[config.mk]
export PLATFORM = sky130hd
export DESIGN_NAME = ecc_job_dispatcher
export DESIGN_NICKNAME = d
export VERILOG_FILES = /design/src/rtl/ecc_fifo_pkg.sv /design/src/rtl/ecc_result_drain.sv /design/src/rtl/ecc_job_dispatcher.sv
export SDC_FILE = /design/constraint.sdc
export NUM_CORES = 1
export LEC_CHECK = 0
export CAP_MARGIN = 20
export CORE_AREA = 2 2 405 407
export CTS_CLUSTER_SIZE = 25
export DETAILED_ROUTE_END_ITERATION = 6
export DIE_AREA = 0 0 407 409
export MAX_ROUTING_LAYER = met4
export SLEW_MARGIN = 20
export SYNTH_ARGS = -nofsm -noshare
export SYNTH_HDL_FRONTEND = slang
export SYNTH_SLANG_ARGS = --single-unit
[constraint.sdc]
create_clock -name clk -period 3.05 [get_ports clk]
set_input_delay 0.61 -clock clk [delete_from_list [all_inputs] [get_ports clk]]
set_output_delay 0.61 -clock clk [all_outputs]
set_load 0.02 [all_outputs]
[src/rtl/ecc_fifo_pkg.sv]
// Shared definitions for the Core2 FIFO host-side dispatcher: widths,
// FSM state encodings and Core2 core-select command codes.
package ecc_fifo_pkg;

    localparam int OPW  = 128;
    localparam int DATA = 256;
    localparam int CMDW = 4;

    typedef enum logic {
        ISS_IDLE = 1'b0,
        ISS_PUSH = 1'b1
    } iss_state_t;

    typedef enum logic [1:0] {
        DR_IDLE = 2'd0,
        DR_WAIT = 2'd1,
        DR_HOLD = 2'd2
    } dr_state_t;

    // Core select values carried on job_cmd[2:0]
    localparam logic [2:0] CMD_CORE0 = 3'd0;
    localparam logic [2:0] CMD_CORE1 = 3'd1;
    localparam logic [2:0] CMD_CORE2 = 3'd2;
    localparam logic [2:0] CMD_CORE3 = 3'd3;
    localparam logic [2:0] CMD_CORE4 = 3'd4;
    localparam logic [2:0] CMD_CORE5 = 3'd5;
    localparam logic [2:0] CMD_CORE6 = 3'd6;
    localparam logic [2:0] CMD_CORE7 = 3'd7;

endpackage

[src/rtl/ecc_result_drain.sv]
// Drains the Core2 output FIFO (1-cycle read latency) into a held
// valid/ready result register; res_done pulses on each result handshake.
module ecc_result_drain #(
    parameter int RES_W = ecc_fifo_pkg::DATA
) (
    input  logic             clk,
    input  logic             rst,
    input  logic             out_busy_out,
    output logic             rd_en_out,
    input  logic [RES_W-1:0] data_out,
    output logic             res_valid,
    input  logic             res_ready,
    output logic [RES_W-1:0] res_data,
    output logic             res_done,
    output logic             drain_idle
);
    import ecc_fifo_pkg::*;

    dr_state_t        state_reg, state_next;
    logic [RES_W-1:0] res_data_reg;

    always_ff @(posedge clk) begin
        if (rst) begin
            state_reg    <= DR_IDLE;
            res_data_reg <= '0;
        end else begin
            state_reg <= state_next;
            if (state_reg == DR_WAIT) begin
                res_data_reg <= data_out;
            end
        end
    end

    // A read is only issued from DR_IDLE, so nothing is fetched while a result is held
    always_comb begin
        state_next = state_reg;
        rd_en_out  = 1'b0;
        res_valid  = 1'b0;
        res_done   = 1'b0;
        case (state_reg)
            DR_IDLE: begin
                if (!out_busy_out) begin
                    rd_en_out  = 1'b1;
                    state_next = DR_WAIT;
                end
            end
            DR_WAIT: state_next = DR_HOLD;
            DR_HOLD: begin
                res_valid = 1'b1;
                if (res_ready) begin
                    res_done   = 1'b1;
                    state_next = DR_IDLE;
                end
            end
            default: state_next = DR_IDLE;
        endcase
    end

    assign res_data   = res_data_reg;
    assign drain_idle = (state_reg == DR_IDLE);

endmodule

[src/rtl/ecc_job_dispatcher.sv]
// Core2 FIFO initiator: issues jobs into the input/command FIFOs under a
// credit limit and drains results. Optional counters: ECC_DISPATCH_STATS_EN.
module ecc_job_dispatcher #(
    parameter int DATA    = ecc_fifo_pkg::DATA,
    parameter int OPW     = ecc_fifo_pkg::OPW,
    parameter int CMDW    = ecc_fifo_pkg::CMDW,
    parameter int MAX_OUT = 8,
    parameter int CW      = 4
) (
    input  logic            clk,
    input  logic            rst,
    input  logic            job_valid,
    output logic            job_ready,
    input  logic [OPW-1:0]  job_a,
    input  logic [OPW-1:0]  job_b,
    input  logic [CMDW-1:0] job_cmd,
    output logic            wr_en_inp,
    output logic [OPW-1:0]  data_a,
    output logic [OPW-1:0]  data_b,
    input  logic            in_busy_inp,
    output logic            wr_en_cmd,
    output logic [CMDW-1:0] data_cmd,
    input  logic            in_busy_cmd,
    output logic            rd_en_out,
    input  logic [DATA-1:0] data_out,
    input  logic            out_busy_out,
    output logic            res_valid,
    input  logic            res_ready,
    output logic [DATA-1:0] res_data,
    output logic [CW-1:0]   in_flight,
    output logic            idle
`ifdef ECC_DISPATCH_STATS_EN
    ,
    output logic [31:0]     jobs_issued,
    output logic [31:0]     results_returned
`endif
);
    import ecc_fifo_pkg::*;

    localparam logic [CW-1:0] MAX_CREDIT = CW'(MAX_OUT);

    iss_state_t      iss_state_reg, iss_state_next;
    logic [OPW-1:0]  data_a_reg, data_b_reg;
    logic [CMDW-1:0] data_cmd_reg;
    logic [CW-1:0]   in_flight_reg, in_flight_next;
    logic            accept;
    logic            res_done;
    logic            drain_idle;

    always_ff @(posedge clk) begin
        if (rst) begin
            iss_state_reg <= ISS_IDLE;
            data_a_reg    <= '0;
            data_b_reg    <= '0;
            data_cmd_reg  <= '0;
            in_flight_reg <= '0;
        end else begin
            iss_state_reg <= iss_state_next;
            in_flight_reg <= in_flight_next;
            if (accept) begin
                data_a_reg   <= job_a;
                data_b_reg   <= job_b;
                data_cmd_reg <= job_cmd;
            end
        end
    end

    // The PUSH cycle gives the FIFO full flags a cycle to reflect the write
    always_comb begin
        iss_state_next = iss_state_reg;
        job_ready      = 1'b0;
        wr_en_inp      = 1'b0;
        wr_en_cmd      = 1'b0;
        case (iss_state_reg)
            ISS_IDLE: begin
                job_ready = !in_busy_inp && !in_busy_cmd && (in_flight_reg < MAX_CREDIT);
                if (job_valid && job_ready) begin
                    iss_state_next = ISS_PUSH;
                end
            end
            ISS_PUSH: begin
                wr_en_inp      = 1'b1;
                wr_en_cmd      = 1'b1;
                iss_state_next = ISS_IDLE;
            end
            default: iss_state_next = ISS_IDLE;
        endcase
    end

    assign accept = job_valid && job_ready;

    // Handshake with no credits outstanding is a protocol error; hold at zero
    always_comb begin
        in_flight_next = in_flight_reg;
        if (accept && !res_done) begin
            in_flight_next = in_flight_reg + 1'b1;
        end else if (!accept && res_done && (in_flight_reg != '0)) begin
            in_flight_next = in_flight_reg - 1'b1;
        end
    end

    ecc_result_drain #(
        .RES_W (DATA)
    ) u_drain (
        .clk          (clk),
        .rst          (rst),
        .out_busy_out (out_busy_out),
        .rd_en_out    (rd_en_out),
        .data_out     (data_out),
        .res_valid    (res_valid),
        .res_ready    (res_ready),
        .res_data     (res_data),
        .res_done     (res_done),
        .drain_idle   (drain_idle)
    );

    assign data_a    = data_a_reg;
    assign data_b    = data_b_reg;
    assign data_cmd  = data_cmd_reg;
    assign in_flight = in_flight_reg;
    assign idle      = (iss_state_reg == ISS_IDLE) && drain_idle && (in_flight_reg == '0);

`ifdef ECC_DISPATCH_STATS_EN
    logic [31:0] jobs_issued_reg, results_returned_reg;

    always_ff @(posedge clk) begin
        if (rst) begin
            jobs_issued_reg      <= '0;
            results_returned_reg <= '0;
        end else begin
            if (wr_en_inp) jobs_issued_reg      <= jobs_issued_reg + 32'd1;
            if (res_done)  results_returned_reg <= results_returned_reg + 32'd1;
        end
    end

    assign jobs_issued      = jobs_issued_reg;
    assign results_returned = results_returned_reg;
`endif

endmodule

==> results.toml, run 1 <==
[status]
status = "complete, no violations"

[sta]
finClkSkew_ns = 0.0271
finalHoldViolations = 0
max_slew_margin = 0.458
maxSlewViolCount = 0
finalSetupTns_ns = 0
grt_setup_unrepaired = "false"
fmax_ghz = 0.350
tightestPinTransition_ns = 0.812
period_minus_slack_ns = 2.86
period_share = 0.936
hold_slack_ns = 0.382
setup_viol = 0

[route]
drt_iter0_drc = 1162
ant_nets = 0
firstDrtPassIters = 5
route.final.wire_length_um = 116000
vias = 19700
drc = 0
wire_per_inst_um = 20.9
via_per_inst = 3.55

[place]
hpwl_um = 94800
gp_congestion = 0.928
numPortBuffers = 1048

[clock_network]
cts_tree = "yes"
cts_sinks = 523
clk_latency_ns = 0.65
htreeDepth = 3
cts_buffer_depth = 3
post-cts-setup-buffers = 0
cts_buffers = 69
cts-root-buf = "clkbuf_16"
clk_pin_slew_ns = 0.06

[synthesis]
synth_top_area_frac = 0.581
synth_seq_area_share = 0.581
yosys-top-cells-area = "dfxtp_1 58%, nand2_1 22%, a21oi_1 14%"
synth-async-reset-ratio = 0
synthTopCellsByCount = "1,033 x nand2_1, 523 x dfxtp_1, 519 x a21oi_1"
synth_edf_count = 0
yosysMostFrequentCell = "nand2_1"
syn-num-nets = 2809
ys_ff_latch = 523
synth_cell_types = 27
synthCells = 2283
yosys.area.top_type = "dfxtp_1"
syn_area_per_cell_um2 = 7.90
ys.flop_type = "dfxtp_1"
synth_warnings = 0
syn_area_um2 = 18000

[power_and_ir_drop]
powerDensity_nw_per_um2 = 549
ir_worst_vdd_v = 0.000385
cellLeakagePower_uw = 0.0113

[hold_path]
whs_path_depth = 2
hold_end = "u_drain.res_data[8]"
hp-class = "in -> reg"
hold_start = "rst"

[setup_path]
max_stage_delay_ns = 0.61
crit_type = "reg -> out"
r2r_cells = 6
cp_slowest_cell = "clkdlybuf4s50_1"
critPathLaunchType = "register"
r2r-end = "data_a[115]"
regToRegSetupSlack_ns = 0.86
path_cells = "nor4_4 > buf_4 > clkdlybuf4s50_1"
cp_data_required_time_ns = 2.44
end_kind = "output pin"
r2r_start = "iss_state_reg"
crit_arrival_ns = 2.25
cp_max_fo = 4

[floorplan]
initial_core_util = 0.111
fp.dieW_um = 407
core_um2 = 162000
row_count = 148
die_h_um = 409
ios = 1049
die_area_um2 = 166000

[finish]
drive_gt1_frac = 0.0550
largest_reg_flops = 256
nFillCells = 17900
final_nets = 3819
area_growth_syn_to_layout_pct = 86.5

[global_route]
grt_pass1_wl_um = 155000
antenna_found_initial = 67
grt_overflow = 0
grt_start_max_net_pins = 109
grtUsageTotal = 0.137
grt_pass1_vias = 18900

[flow_run]
cap_violations = 0
per-stage QoR:
step	total power (uW)	utilization	instances	area [um^2]	worst slack, ns
finish	18400	0.208	5547	33600	0.194
global placement	10300	0.193	5397	31200	0.218
global route	19200	0.207	5542	33600	0.0544
floorplan	8440	-	2283	18000	0.580
CTS	18800	0.207	5523	33600	0.0591
detailed placement	10300	0.193	5397	31200	0.269
area by class of cell:
type | count | area [um^2] | share of cell area
multi-input combinational | 1584 | 6760 | 0.201
sequential | 523 | 10500 | 0.311
clock buffer | 104 | 2040 | 0.0606
inverter | 1 | 3.75 | 0.000112
clock inverter | 22 | 284 | 0.00845
antenna | 24 | 60.1 | 0.00179
timing repair buffer | 1114 | 11300 | 0.336
tap | 2175 | 2720 | 0.0809
layout by cell type (no fill, tap or decap), drive strengths merged:
cell | synthesis | routed
clkdlybuf4s50 | 0 | 1045
nand2 | 1033 | 1033
dfxtp | 523 | 523
a21oi | 519 | 519
clkbuf | 122 | 104
buf | 53 | 68
diode | 0 | 24
inv | 1 | 10
clkinv | 0 | 9
nor2 | 4 | 4
nand2b | 4 | 4
nor2b | 4 | 4
bufinv | 0 | 3
nor4 | 3 | 3
a211oi | 2 | 2
nor4b | 2 | 2
mux2 | 2 | 2
ha | 2 | 2
a21o | 1 | 1
a311o | 1 | 1
nand3b | 1 | 1
nand3 | 1 | 1
nor3 | 1 | 1
and2 | 1 | 1
xnor2 | 1 | 1
mux2i | 1 | 1
fa | 1 | 1
clkinvlp | 0 | 1
dlygate4sd2 | 0 | 1
what timing repair did:
item	in CTS	in global routing
gates resized for setup	1	0
hold endpoints to repair	0	0
hold buffers	0	0
setup endpoints to repair	1	0
power by group:
| group | internal [uW] | switching (uW) | leakage (uW) |
|---|---|---|---|
| sequential | 7130 | 174 | 0.00425 |
| combinational | 1360 | 1440 | 0.00587 |
| clock | 4930 | 3410 | 0.00114 |
| total | 13400 | 5020 | 0.0113 |
worst max-delay path by stage:
stage                             start           end  slack [ns]  depth (start not counted)
after floorplan             in_busy_inp  in_flight[3]        0.58                          7
final                     iss_state_reg     job_ready        0.19                          3
after detailed placement    in_busy_cmd     job_ready        0.27                          4
after global placement      in_busy_cmd  in_flight[3]        0.22                          8
after CTS                 iss_state_reg     job_ready        0.06                          3
after global routing      iss_state_reg     job_ready        0.05                          3
critical path, delay by kind of cell, from the launching register on:
kind / cells / cell delay, ns
AND/OR/NAND/NOR: 1 / 0.26
buffers and inverters: 2 / 0.80
flip-flops: 1 / 0.54
metal layers:
layer	up-vias	track usage	wire length (um)
met1	9252	0.151	45000
li1	9409	-	-
met2	841	0.236	57500
met5	-	-	0
met4	0	0.0402	3480
met3	194	0.0440	9940
cells by family (layout without fill, tap and decap cells):
logic type | Yosys count | after routing | synth area share
AO/OA/AOI/OAI | 523 | 523 | 0.146
multiplexers | 3 | 3 | 0.00180
XOR/XNOR | 1 | 1 | 0.000486
adder cells (fa/ha/maj) | 3 | 3 | 0.00250
flip-flops | 523 | 523 | 0.581
other | 0 | 24 | 0
AND/OR/NAND/NOR | 1054 | 1054 | 0.223
buffers and inverters | 176 | 1241 | 0.0457
No activity file was read; power rests on OpenSTA's default activity.
==> inputs of run 2 (changes only) <==
--- a/config.mk
+++ b/config.mk
@@ -5,6 +5,7 @@
 export SDC_FILE = /design/constraint.sdc
 export NUM_CORES = 1
 export LEC_CHECK = 0
+export ABC_CLOCK_PERIOD_IN_PS = 3050
 export CAP_MARGIN = 20
 export CORE_AREA = 2 2 405 407
 export CTS_CLUSTER_SIZE = 25
==> results of run 2 <==
The final DEF is identical to that of run 1; final timing and power are the same.
==> inputs of run 3 (changes only) <==
--- a/config.mk
+++ b/config.mk
@@ -11,6 +11,7 @@
 export CTS_CLUSTER_SIZE = 25
 export DETAILED_ROUTE_END_ITERATION = 6
 export DIE_AREA = 0 0 407 409
+export GPL_TIMING_DRIVEN = 0
 export MAX_ROUTING_LAYER = met4
 export SLEW_MARGIN = 20
 export SYNTH_ARGS = -nofsm -noshare
==> run 3 against run 2 <==
Wire length rose by 13%. Core utilization hardly changed. Sequential cell count did not move. Critical path depth unchanged. Register-to-register slack worse by 0.58 ns. Clock skew down 0.0015 ns. Largest cell class unchanged. Largest power group unchanged.
==> results.toml, run 3 (synthesis gave the netlist of run 1 again) <==
[clock_network]
htreeDepth = 3
cts_tree = "yes"
cts_buffer_depth = 3
cts-root-buf = "clkbuf_16"
cts_sinks = 523
clk_latency_ns = 0.65
cts_buffers = 68
hold_buffers = 0
clk_pin_slew_ns = 0.06

[floorplan]
fp.dieW_um = 407
core_um2 = 162000
die_area_um2 = 166000
ios = 1049
die_h_um = 409
row_count = 148
initial_core_util = 0.111

[setup_path]
cp_data_required_time_ns = 2.44
crit_type = "in -> out"
crit_arrival_ns = 2.39
cp_max_fo = 2
cp_slowest_cell = "clkdlybuf4s50_1"
end_kind = "output pin"
critPathLaunchType = "input pin"
regToRegSetupSlack_ns = 0.28
r2r_cells = 6
r2r-end = "u_drain.res_data[192]"
max_stage_delay_ns = 0.70
cpMostUsedCell = "clkdlybuf4s50_1"
path_cells = "clkdlybuf4s50_1 > nor3_4 > clkdlybuf4s50_1"
r2r_start = "u_drain.state_reg[0]"

[finish]
final_cells = 5644
drive_gt1_frac = 0.0492
multi_input_area_um2 = 6760
final_nets = 3927
area_growth_syn_to_layout_pct = 86.7
regArea_um2 = 10500
final_common_cell = "clkdlybuf4s50_1"
largest_reg_flops = 256
nFillCells = 18000
final_cell_mix = "1,045 x clkdlybuf4s50_1, 1,033 x nand2_1, 523 x dfxtp_1"

[global_route]
use_met3 = 0.0476
grt_util_met2 = 0.265
grt_pass1_vias = 19700
grt_overflow = 0
grt_pass1_wl_um = 170000
antenna_found_initial = 23
grt_use_met1 = 0.172
grtUsageTotal = 0.155
top_usage_layer = "met2"
grt_start_max_net_pins = 14

[route]
wire_per_inst_um = 23.2
vias = 20100
drc = 0
via_per_inst = 3.57
route.final.wire_length_um = 131000
ant_nets = 0
firstDrtPassIters = 4
drt_iter0_drc = 1255

[sta]
finalWorstSetupSlack_ns = 0.0535
setup_viol = 0
grt_setup_unrepaired = "false"
maxSlewViolCount = 0
finalHoldViolations = 0
hold_slack_ns = 0.452
fmax_ghz = 0.334
max_slew_margin = 0.335
period_minus_slack_ns = 3.00
finClkSkew_ns = 0.0256
period_share = 0.982
finalSetupTns_ns = 0
tightestPinTransition_ns = 0.997

[power_and_ir_drop]
switchingPower_uw = 5360
swShare = 0.286
combPwrFrac = 0.156
p_int_uw = 13400
power_uw = 18700
power_frac_seq = 0.391
cellLeakagePower_uw = 0.0112
powerDensity_nw_per_um2 = 556
ir_worst_vdd_v = 0.000375
clkPwrFrac = 0.453

[hold_path]
hold_end = "u_drain.res_data[224]"
hp-class = "reg -> reg"
hold_start = "u_drain.res_data[224]"
whs_path_depth = 2

[status]
status = "complete, no violations"

[place]
numPortBuffers = 1047
dp_cells = 5506
hpwl_um = 111000
place_worst_setup_slack_ns = -0.765
gp_congestion = 0.983

[flow_run]
cap_violations = 0
-- run 3: changes by cell type in the layout (fill, tap and decap cells not counted), sizes merged --
| cell | before | now |
|---|---|---|
| clkbuf | 104 | 220 |
| clkinv | 9 | 14 |
| diode | 24 | 16 |
| buf | 68 | 54 |
| inv | 10 | 4 |
| dlygate4sd2 | 1 | 2 |
| clkinvlp | 1 | 4 |
-- run 3: final cells by class --
class / count / area share
antenna: 16 / 0.00119
buffer: 175 / 0.0246
tap: 2175 / 0.0809
clock buffer: 98 / 0.0596
sequential: 523 / 0.311
clock inverter: 24 / 0.0104
inverter: 1 / 0.000112
timing repair buffer: 1048 / 0.311
multi-input combinational: 1584 / 0.201
-- run 3: worst max path at each step --
stage | cells past startpoint | to | slack [ns] | startpoint
CTS | 6 | u_drain.res_data[35] | -0.02 | u_drain.state_reg[0]
finish | 3 | rd_en_out | 0.05 | out_busy_out
global placement | 7 | data_b[123] | -0.79 | in_busy_inp
detailed placement | 7 | data_b[125] | -0.76 | in_busy_inp
global route | 3 | rd_en_out | 0.01 | out_busy_out
floorplan | 7 | in_flight[3] | 0.58 | in_busy_inp
-- run 3: through the flow --
| stage | cell area, um^2 | util |
|---|---|---|
| CTS | 33600 | 0.207 |
| global placement | 31200 | 0.193 |
| global route | 33600 | 0.208 |
| detailed placement | 31200 | 0.193 |
| finish | 33700 | 0.208 |
| floorplan | 18000 | - |
-- run 3: repair_timing --
action / 4_1_cts / 5_1_grt
buffers inserted: 0 / 0
gates resized for setup: 8 / 3
setup endpoints to repair: 37 / 2
pin swaps: 0 / 0
-- run 3: power groups by stage --
stage                     Combinational (uW)  Sequential, uW  Clock (uW)
after floorplan                          665            7770           0
after global placement                  2950            7460           0
after detailed placement                2950            7470           0
after CTS                               2960            7320        8770
after global routing                    3100            7350        9000
final                                   2930            7320        8480
-- run 3: critical path, delay by kind of cell --
family | cells | cell delay, ns
buf+inv | 2 | 1.34
simple gates | 1 | 0.42
-- run 3: metal layers --
metal  part of all wire  up-vias
li1                   -     9600
met1               0.39     9612
met2               0.50      796
met3              0.081      126
met4              0.027        0
met5                  0        -
